[src/rtl/conv_sched_pkg.sv]
// Shared types and default widths for the convolution job scheduler.
// The FIFO entry packs {id, x, y, z}, so its width derives from the address and id widths.
package conv_sched_pkg;

  typedef enum logic [1:0] {
    ST_IDLE   = 2'd0,
    ST_LAUNCH = 2'd1,
    ST_WAIT   = 2'd2,
    ST_REPORT = 2'd3
  } sched_state_e;

  localparam int ADDR_W_DEF = 7;
  localparam int DEPTH_DEF  = 4;
  localparam int ID_W_DEF   = 4;
  localparam int CYC_W_DEF  = 16;

  function automatic int entry_w(input int addr_w, input int id_w);
    return 3 * addr_w + id_w;
  endfunction

endpackage

[src/rtl/conv_job_scheduler_fifo.sv]
// Show-ahead synchronous FIFO holding queued jobs; rd_data is the current head entry.
// Pushing when full and popping when empty are both ignored.
module job_fifo #(
  parameter int DEPTH = 4,
  parameter int WIDTH = 8
) (
  input  logic                   clk,
  input  logic                   rst_n,
  input  logic                   push,
  input  logic                   pop,
  input  logic [WIDTH-1:0]       wr_data,
  output logic [WIDTH-1:0]       rd_data,
  output logic                   full,
  output logic                   empty,
  output logic [$clog2(DEPTH):0] count
);

  localparam int PTR_W = $clog2(DEPTH);

  logic [WIDTH-1:0] mem [DEPTH];
  logic [PTR_W-1:0] wr_ptr;
  logic [PTR_W-1:0] rd_ptr;
  logic             do_push;
  logic             do_pop;

  assign full    = (count == (PTR_W + 1)'(DEPTH));
  assign empty   = (count == '0);
  assign do_push = push & ~full;
  assign do_pop  = pop & ~empty;
  assign rd_data = mem[rd_ptr];

  // Pointers wrap naturally because DEPTH is a power of two.
  always_ff @(posedge clk or negedge rst_n) begin
    if (!rst_n) begin
      wr_ptr <= '0;
      rd_ptr <= '0;
      count  <= '0;
    end else begin
      if (do_push) wr_ptr <= wr_ptr + 1'b1;
      if (do_pop)  rd_ptr <= rd_ptr + 1'b1;
      case ({do_push, do_pop})
        2'b10:   count <= count + 1'b1;
        2'b01:   count <= count - 1'b1;
        default: count <= count;
      endcase
    end
  end

  always_ff @(posedge clk) begin
    if (do_push) mem[wr_ptr] <= wr_data;
  end

endmodule

[src/rtl/conv_job_scheduler.sv]
// Queues convolution jobs, launches them one at a time on the engine and reports
// one completion record (id, measured engine cycles) per job.
//
// state  | meaning
// IDLE   | wait for a queued job; pop it into the hold registers
// LAUNCH | conv_start pulse, clear cycle counter
// WAIT   | count engine cycles until a fresh rising edge of conv_done
// REPORT | present completion record until cmp_ready
module conv_job_scheduler
  import conv_sched_pkg::*;
#(
  parameter int ADDR_W = ADDR_W_DEF,
  parameter int DEPTH  = DEPTH_DEF,
  parameter int ID_W   = ID_W_DEF,
  parameter int CYC_W  = CYC_W_DEF
) (
  input  logic                   clk,
  input  logic                   rst,
  input  logic                   req_valid,
  output logic                   req_ready,
  input  logic [ADDR_W-1:0]      req_x,
  input  logic [ADDR_W-1:0]      req_y,
  input  logic [ADDR_W-1:0]      req_z,
  output logic                   conv_start,
  output logic [ADDR_W-1:0]      conv_x,
  output logic [ADDR_W-1:0]      conv_y,
  output logic [ADDR_W-1:0]      conv_z,
  input  logic                   conv_done,
  output logic                   cmp_valid,
  input  logic                   cmp_ready,
  output logic [ID_W-1:0]        cmp_id,
  output logic [CYC_W-1:0]       cmp_cycles,
  output logic                   busy,
  output logic [$clog2(DEPTH):0] queue_count
);

  localparam int ENTRY_W = entry_w(ADDR_W, ID_W);

  sched_state_e     state;
  logic [ID_W-1:0]  next_id;
  logic [CYC_W-1:0] cyc_cnt;
  logic [CYC_W-1:0] cyc_inc;
  logic             done_q;
  logic             done_rise;
  logic             push;
  logic             pop;
  logic             fifo_full;
  logic             fifo_empty;
  logic [ENTRY_W-1:0] fifo_head;

  assign req_ready = ~fifo_full;
  assign push      = req_valid & req_ready;
  assign pop       = (state == ST_IDLE) & ~fifo_empty;
  assign done_rise = conv_done & ~done_q;
  assign cyc_inc   = (cyc_cnt == {CYC_W{1'b1}}) ? cyc_cnt : cyc_cnt + CYC_W'(1);

  job_fifo #(
    .DEPTH (DEPTH),
    .WIDTH (ENTRY_W)
  ) u_fifo (
    .clk     (clk),
    .rst_n   (rst),
    .push    (push),
    .pop     (pop),
    .wr_data ({next_id, req_x, req_y, req_z}),
    .rd_data (fifo_head),
    .full    (fifo_full),
    .empty   (fifo_empty),
    .count   (queue_count)
  );

  always_ff @(posedge clk or negedge rst) begin
    if (!rst) begin
      next_id <= '0;
      done_q  <= 1'b0;
    end else begin
      done_q <= conv_done;
      if (push) next_id <= next_id + 1'b1;
    end
  end

  // cmp_id doubles as the held id of the running job; it is only observed in REPORT.
  always_ff @(posedge clk or negedge rst) begin
    if (!rst) begin
      state      <= ST_IDLE;
      conv_start <= 1'b0;
      cmp_valid  <= 1'b0;
      busy       <= 1'b0;
      conv_x     <= '0;
      conv_y     <= '0;
      conv_z     <= '0;
      cmp_id     <= '0;
      cyc_cnt    <= '0;
      cmp_cycles <= '0;
    end else begin
      conv_start <= 1'b0;
      case (state)
        ST_IDLE: begin
          if (!fifo_empty) begin
            {cmp_id, conv_x, conv_y, conv_z} <= fifo_head;
            conv_start <= 1'b1;
            busy       <= 1'b1;
            state      <= ST_LAUNCH;
          end
        end
        ST_LAUNCH: begin
          cyc_cnt <= '0;
          state   <= ST_WAIT;
        end
        ST_WAIT: begin
          if (done_rise) begin
            cmp_cycles <= cyc_inc;
            cmp_valid  <= 1'b1;
            state      <= ST_REPORT;
          end else begin
            cyc_cnt <= cyc_inc;
          end
        end
        ST_REPORT: begin
          if (cmp_ready) begin
            cmp_valid <= 1'b0;
            busy      <= 1'b0;
            state     <= ST_IDLE;
          end
        end
        default: state <= ST_IDLE;
      endcase
    end
  end

endmodule

[config.mk]
export PLATFORM = sky130hd
export DESIGN_NAME = conv_job_scheduler
export DESIGN_NICKNAME = d
export VERILOG_FILES = /design/src/rtl/conv_sched_pkg.sv /design/src/rtl/conv_job_scheduler_fifo.sv /design/src/rtl/conv_job_scheduler.sv
export SDC_FILE = /design/constraint.sdc
export NUM_CORES = 1
export LEC_CHECK = 0
export CELL_PAD_IN_SITES_DETAIL_PLACEMENT = 1
export CELL_PAD_IN_SITES_GLOBAL_PLACEMENT = 1
export CORE_ASPECT_RATIO = 0.75
export CORE_UTILIZATION = 43
export DETAILED_ROUTE_END_ITERATION = 10
export PLACE_DENSITY_LB_ADDON = 0.1
export SLEW_MARGIN = 10
export SYNTH_ARGS = -nofsm -noshare
export SYNTH_HDL_FRONTEND = slang
export SYNTH_SLANG_ARGS = --single-unit
[constraint.sdc]
create_clock -name clk -period 2.2 [get_ports clk]
set_input_delay 0.22 -clock clk [delete_from_list [all_inputs] [get_ports clk]]
set_output_delay 0.22 -clock clk [all_outputs]
set_load 0.005 [all_outputs]
==> results of run 1 <==
-- layout by cell type (no fill, tap or decap), types with 5 or more instances in the layout --
| cell | instances |
|---|---|
| a21oi_1 | 11 |
| edfxtp_1 | 100 |
| clkbuf_16 | 17 |
| and2_1 | 5 |
| a31oi_1 | 11 |
| or3_1 | 5 |
| mux4_2 | 25 |
| xnor2_1 | 10 |
| o211ai_1 | 5 |
| nand3_1 | 10 |
| ha_1 | 11 |
| dfrtp_1 | 73 |
| o21ai_0 | 21 |
| nor3_1 | 6 |
| mux2_2 | 27 |
| buf_4 | 24 |
| clkdlybuf4s50_1 | 72 |
| nand2_1 | 27 |
| inv_1 | 12 |
| nor2_1 | 19 |
-- per-stage QoR --
step                util, %  instance area, µm²  setup slack [ns]  instances
finish                 55.5                8970             0.147        782
global route           55.5                8970           0.00533        782
CTS                    55.4                8960            0.0901        782
detailed placement     51.6                8340            0.0857        749
global placement       51.6                8340             0.202        749
floorplan                 -                7190            0.0553        460
-- critical path: cells and delay by family (launching register included) --
kind	cells	cell delay, ns
and+or+nand+nor	3	1.03
adders and majority gates	1	0.29
DFF	1	0.44
AOI/OAI and AO/OA	1	0.20
-- cell usage after synthesis (2+ instances only) --
master    instances  area, µm²
or3_1             5       31.3
o21ai_0          21        105
a21oi_1          11       55.1
and3_1            2       12.5
o211ai_1          5       37.5
mux4_2           25        563
buf_1             2       7.51
or2_2             3       18.8
o41ai_1           2       17.5
xnor2_1          10       87.6
mux2_2           27        304
buf_2             7       35.0
a21o_1            3       22.5
or4_1             3       22.5
nand3_1          10       50.1
o31ai_1           2       15.0
nand3b_1          2       15.0
a22o_1            3       26.3
a31oi_1          11       68.8
nor4_1            4       25.0
nor3_1            7       35.0
mux2i_1           2       20.0
and2_1            5       31.3
inv_1            12       45.0
ha_1             12        150
and4_1            2       17.5
nand4_1           2       12.5
edfxtp_1        100       3000
xor2_1            4       35.0
nor2_1           19       71.3
nand4_4           2       42.5
nand2b_1          2       12.5
nand2_1          27        101
clkbuf_1         11       41.3
dfrtp_1          74       1850
o21a_1            2       15.0
-- worst paths after layout --
| kind | startpoint | end | slack [ns] |
|---|---|---|---|
| worst min-delay path | rst | conv_z[2] | 0.31 |
| max in group asynchronous | rst | u_fifo.rd_ptr[0] | 1.17 |
| worst max-delay path | cyc_cnt[0] | cmp_cycles[8] | 0.15 |
| min in group clk | conv_done | done_q | 0.35 |
| worst max register to register | cyc_cnt[0] | cmp_cycles[8] | 0.15 |
| worst min register to register | cmp_cycles[4] | cmp_cycles[4] | 0.47 |
-- routing by layer --
layer,track usage [%],share of wire [%],up-vias,wire length [µm]
li1,-,-,1956,-
met1,29.3,49,2264,7720
met2,31.4,47,97,7460
met3,5.84,4.0,6,634
met4,4.47,0.40,0,63
met5,0,0,-,0
-- cells by family (layout without fill, tap and decap cells) --
family | after synthesis | after routing
simple gates | 100 | 100
mux | 54 | 54
fa+ha+maj | 13 | 13
flops | 174 | 174
xor+xnor | 14 | 14
buf+inv | 34 | 146
compound gates | 71 | 71
-- registers in the layout (all words and copies together) (netlist names), 4 cells and up --
| name | flops |
|---|---|
| cmp_id | 4 |
| u_fifo.mem | 100 |
| next_id | 4 |
| conv_y | 7 |
| conv_x | 7 |
| cmp_cycles | 16 |
| cyc_cnt | 16 |
| conv_z | 7 |
-- layout make-up --
type	instances	share of cell area [%]
Multi-Input combinational cell	252	24.6
Sequential cell	174	54.2
Timing Repair Buffer	101	11.1
Tap cell	210	2.93
Clock buffer	21	4.91
Inverter	13	0.544
Clock inverter	11	1.84
-- power by group --
group          internal, mW  switching [mW]
Clock                  1.90            1.23
Sequential             4.46           0.490
Combinational          2.17            1.76
Total                  8.53            3.48
-- repair_timing --
item	CTS	global route
gates resized for setup	1	2
gates cloned	0	0
hold endpoints to repair	34	0
hold buffers	1	0
setup endpoints to repair	1	10
==> results.py, run 1 <==
metrics = {
    "layout": {
        "regArea_um2": 4860,
        "multiInputGateArea_um2": 2200,
        "fillers": 1543,
        "finish.net_count": 598,
        "drive_above_1_share_pct": 21.2,
        "diodes": 0,
        "area_delta_synth_final_pct": 24.8,
    },
    "routing": {
        "ant_nets": 0,
        "drt_pass1_iterations": 4,
        "routed_wl_mm": 15.9,
        "via_count": 4323,
        "dr.first_iter.drc_count": 256,
        "drc": 0,
        "viasPerCell": 5.53,
        "wl_per_cell_um": 20.3,
    },
    "synth": {
        "synth_xor_xnor_area_share_pct": 1.71,
        "synth_edf_count": 100,
        "synth.distinct_cells": 55,
        "syn_nets": 499,
        "netlist_area_um2": 7190,
        "synth_top_family_by_area": "multiplexers",
        "ys_seq_elements": 174,
        "synthMuxAreaShare_pct": 12.3,
        "synth_fa_ha_area_share_pct": 2.37,
        "ys_seq_area_share_pct": 67.5,
        "synth_ff_type": "edfxtp_1",
        "syn_inst": 460,
        "async_flop_share_pct": 42.5,
        "yosysWarnings": 0,
        "synth-compound-area-share_pct": 6.49,
        "syn_area_per_cell_um2": 15.6,
        "yosys.area_share.simple_pct": 7.55,
    },
    "critical_path": {
        "path_cells": "ha_2 > nand4_1 > or4_4 > and3_2 > o31ai_2",
        "rr_worst_depth": 5,
        "cp-end-kind": "flop",
        "cp.arrival_ns": 2.38,
        "startpoint_type": "flop",
        "cp_max_fo": 12,
        "critPathSlowestCell": "or4_4",
        "cp_slowest_stage_delay_ns": 0.57,
        "criticalPathCategory": "flop to flop",
        "cp_data_required_time_ns": 2.53,
    },
    "grt": {
        "antenna_found_initial": 0,
        "grt_max_degree": 37,
        "grt_pass1_vias": 4679,
        "grt_pass1_wl_mm": 26.1,
        "grt_usage_pct": 20.6,
        "gr-total-overflow": 0,
    },
    "placed_design": {
        "post-dp-hpwl_mm": 10.1,
        "port_buffers": 73,
        "place.gp.congestion": 0.809,
    },
    "clock_network": {
        "clock-root-buffer": "clkbuf_16",
        "htreeDepth": 4,
        "cts-buffers-inserted": 17,
        "cts_max_path_buffers": 2,
        "post-cts-setup-buffers": 0,
        "cts.sinks": 174,
        "cts_tree": "done",
        "clkTransAtPathRegs_ns": 0.06,
        "clk_latency_ns": 0.42,
    },
    "floorplan": {
        "rows": 40,
        "die_area_um2": 17200,
        "die_w_um": 151,
        "pin_count": 74,
        "initial_core_util_pct": 44.5,
        "coreArea_um2": 16200,
        "fp.dieH_um": 114,
    },
    "sta": {
        "timing.fmax_mhz": 487,
        "drv_slew": 0,
        "tns_ns": 0,
        "layout_min_cycle_time_ns": 2.05,
        "holdWs_ns": 0.308,
        "worstMarginPinSlew_ns": 0.527,
        "rsz0062_at_grt": "no",
        "setup_violations": 0,
        "hold_violations": 0,
        "fin_crit_sh_pct": 93.3,
        "clock_skew_ns": 0.0147,
        "slew_headroom_pct": 64.5,
    },
    "worst_hold_path": {
        "hp-class": "input port to asynchronous set/reset pin",
    },
    "pwr": {
        "power.total_mw": 12.0,
        "ir_worst_vdd_mv": 0.909,
        "p_per_area_nw_per_um2": 1340,
        "p_leak_nw": 3.33,
    },
    "flow_run": {
        "max_cap_violations": 0,
    },
    "outcome": {
        "status": "finished, final reports clean",
    },
}
Power figures use the tool's default switching activity.
==> run 2, diff against run 1 <==
--- a/config.mk
+++ b/config.mk
@@ -8,10 +8,12 @@
 export CELL_PAD_IN_SITES_DETAIL_PLACEMENT = 1
 export CELL_PAD_IN_SITES_GLOBAL_PLACEMENT = 1
 export CORE_ASPECT_RATIO = 0.75
-export CORE_UTILIZATION = 43
+export CORE_UTILIZATION = 46
+export CTS_CLUSTER_SIZE = 14
 export DETAILED_ROUTE_END_ITERATION = 10
 export PLACE_DENSITY_LB_ADDON = 0.1
 export SLEW_MARGIN = 10
 export SYNTH_ARGS = -nofsm -noshare
 export SYNTH_HDL_FRONTEND = slang
+export SYNTH_HIERARCHICAL = 1
 export SYNTH_SLANG_ARGS = --single-unit
==> constraint.sdc (replaced) <==
create_clock -name clk -period 2.1 [get_ports clk]
set_input_delay 0.21 -clock clk [delete_from_list [all_inputs] [get_ports clk]]
set_output_delay 0.21 -clock clk [all_outputs]
set_load 0.005 [all_outputs]
==> run 2 against run 1 <==
  * Via count is 2.8% higher
  * Critical endpoint is now u_fifo/count[2]
  * Worst setup slack worse by 0.099 ns
  * Critical path type unchanged
  * Global-route usage rose by 2.2 points
  * Largest cell class unchanged
  * Critical path depth up 5
  * Area after synthesis up 1.5%
  * Die area down 5.0%
  * Final cell count grew 1.5%
  * Total power is 6.3% higher
==> results.py, run 2 <==
metrics = {
    "critical_path": {
        "cp_max_fo": 3,
        "timing.rr.end": "u_fifo/count[2]",
        "cp.arrival_ns": 2.37,
        "rr_worst_depth": 10,
        "reg2reg_slack_ns": 0.05,
        "startpoint_type": "flop",
        "criticalPathCategory": "flop to flop",
        "cp_data_required_time_ns": 2.42,
        "rr_startpoint": "state[0]",
        "cp-end-kind": "flop",
    },
    "pwr": {
        "switching_share_pct": 30.2,
        "p_clk_share_pct": 24.9,
        "ir_worst_vdd_mv": 0.809,
        "pwr-share-comb_pct": 33.9,
        "power.total_mw": 12.8,
        "p_per_area_nw_per_um2": 1390,
        "p_int_mw": 8.91,
        "p_sw_mw": 3.85,
        "p_leak_nw": 3.42,
        "power_frac_seq_pct": 41.1,
    },
    "floorplan": {
        "die_area_um2": 16400,
        "initial_core_util_pct": 47.5,
        "rows": 39,
        "pin_count": 74,
        "fp.dieH_um": 111,
        "coreArea_um2": 15400,
        "die_w_um": 147,
    },
    "clock_network": {
        "cts_tree": "done",
        "htreeDepth": 4,
        "cts-buffers-inserted": 17,
        "clkTransAtPathRegs_ns": 0.07,
        "clk_latency_ns": 0.43,
        "cts_max_path_buffers": 2,
        "clock-root-buffer": "clkbuf_16",
        "cts.sinks": 174,
    },
    "layout": {
        "final_common_cell": "edfxtp_1",
        "final_cell_area_um2": 9180,
        "largest_reg_flops": 100,
        "finish.net_count": 613,
        "drive_above_1_share_pct": 24.0,
        "layout_common_cells": "edfxtp_1, dfrtp_1, clkdlybuf4s50_1, buf_4, mux2_2",
        "area_delta_synth_final_pct": 25.7,
        "largestRegisters": "u_fifo/mem x100, cmp_cycles x16, cyc_cnt x16",
        "regMostFlops": "u_fifo/mem",
        "fillers": 1426,
    },
    "routing": {
        "wl_met2_mm": 8.02,
        "via_count": 4446,
        "dr.first_iter.drc_count": 280,
        "ant_nets": 0,
        "dr_wl_met3_um": 961,
        "topRoutingLayerUsed": "met4",
        "drc": 0,
        "drt_pass1_iterations": 4,
        "viasPerCell": 5.60,
        "wl_per_cell_um": 21.4,
        "routed_wl_mm": 17.0,
        "wl_met1_mm": 7.72,
    },
    "grt": {
        "grt_max_degree": 46,
        "grt_pass1_vias": 4770,
        "grt_pass1_wl_mm": 27.3,
        "antenna_found_initial": 1,
        "grt_usage_pct": 22.8,
        "gr-total-overflow": 0,
    },
    "sta": {
        "setup_violations": 0,
        "clock_skew_ns": 0.00959,
        "drv_slew": 0,
        "rsz0062_at_grt": "yes",
        "layout_setup_ws_ns": 0.0475,
        "layout_min_cycle_time_ns": 2.05,
        "hold_violations": 0,
        "fin_crit_sh_pct": 97.7,
        "slew_headroom_pct": 50.7,
        "timing.fmax_mhz": 487,
        "worstMarginPinSlew_ns": 0.735,
    },
    "placed_design": {
        "place_area_um2": 8520,
        "pre_cts_ws_ns": -0.0166,
        "post-dp-hpwl_mm": 11.1,
        "place.gp.congestion": 0.819,
        "port_buffers": 73,
    },
    "synth": {
        "syn_area_per_cell_um2": 15.6,
        "synth_edf_count": 100,
        "netlist_area_um2": 7300,
        "yosysWarnings": 6,
        "synth_ff_type": "edfxtp_1",
        "ys_seq_area_share_pct": 66.5,
        "synth_most_common_cell": "edfxtp_1",
        "synth_top_area_share_pct": 41.1,
        "syn_nets": 507,
        "yosys.area.top_type": "edfxtp_1",
        "ys_seq_elements": 174,
        "async_flop_share_pct": 42.5,
        "synth_area_leaders": "edfxtp_1, dfrtp_1, mux4_2",
        "synth.distinct_cells": 58,
        "ys_top_cells_by_count": "edfxtp_1, dfrtp_1, mux2_2, nand2_1, nor2_1",
        "syn_inst": 469,
    },
    "flow_run": {
        "max_cap_violations": 0,
    },
    "outcome": {
        "status": "finished, final reports clean",
    },
    "worst_hold_path": {
        "hp-class": "input port to asynchronous set/reset pin",
    },
}
run 2: kinds of logic after synthesis:
family,Yosys count,synth area share [%]
flip-flops,174,66.5
adder cells (fa/ha/maj),12,2.16
multiplexers,56,12.8
AND/OR/NAND/NOR,106,8.30
AO/OA/AOI/OAI,72,6.26
buffers and inverters,38,2.66
XOR/XNOR,11,1.32
run 2: repair_timing:
item / 4_1_cts / 5_1_grt
setup buffers: 2 / 3
cloned: 0 / 0
hold buffers: 1 / 0
endpoints found under the setup margin: 1 / 5
gates resized for setup: 0 / 6
hold endpoints to repair: 29 / 0
pin swaps: 0 / 3
run 2: power groups by stage:
stage | clock network (mW) | logic [mW] | registers, mW
2_1_floorplan | 0 | 2.45 | 5.13
3_3_place_gp | 0 | 4.10 | 5.24
3_5_place_dp | 0 | 4.23 | 5.33
4_1_cts | 3.26 | 4.35 | 5.27
5_1_grt | 3.37 | 4.69 | 5.37
6_report | 3.18 | 4.33 | 5.25
run 2: how the worst max path moves through the flow:
stage | end | startpoint | cells after the start | slack [ns]
after global placement | u_fifo/count[2] | state[0] | 10 | 0.09
after CTS | u_fifo/count[2] | state[1] | 10 | 0.02
after floorplan | u_fifo/count[2] | state[0] | 12 | -0.20
after detailed placement | u_fifo/count[2] | state[1] | 10 | -0.02
after global routing | u_fifo/count[2] | state[0] | 10 | -0.04
final | u_fifo/count[2] | state[0] | 10 | 0.05
run 2: worst max-delay path, cell delays in order (launching register included):
cell and delay [ns]:
dfrtp_1 0.39, inv_2 0.07, ha_2 0.18, nor2b_4 0.14, o31a_1 0.18, ha_2 0.21
inv_2 0.04, fa_2 0.32, xor2_1 0.19, nor2_1 0.08, xor2_1 0.14
run 2: stage by stage:
stage | hold WS (ns) | util (%) | cells | setup TNS (ns)
final | 0.276 | 59.7 | 794 | 0
after global routing | 0.323 | 59.7 | 793 | -0.0389
after CTS | 0.290 | 59.5 | 790 | 0
after detailed placement | 0.199 | 55.4 | 755 | -0.0166
after global placement | 0.193 | 55.4 | 755 | 0
after floorplan | -0.0856 | - | 469 | -0.291
run 2: routing by layer:
metal,GRT usage [%],up-vias
li1,-,2021
met1,31.9,2281
met2,34.6,120
met3,5.43,24
met4,8.73,0
met5,0,-
run 2: final cells by class:
cell class / instances / area [µm²] / area share, %
Sequential cell: 174 / 4860 / 52.9
Multi-Input combinational cell: 257 / 2280 / 24.8
Timing Repair Buffer: 112 / 1140 / 12.4
Clock buffer: 18 / 439 / 4.79
Tap cell: 205 / 256 / 2.80
Clock inverter: 14 / 156 / 1.70
Inverter: 13 / 48.8 / 0.532
Antenna cell: 1 / 2.50 / 0.0273
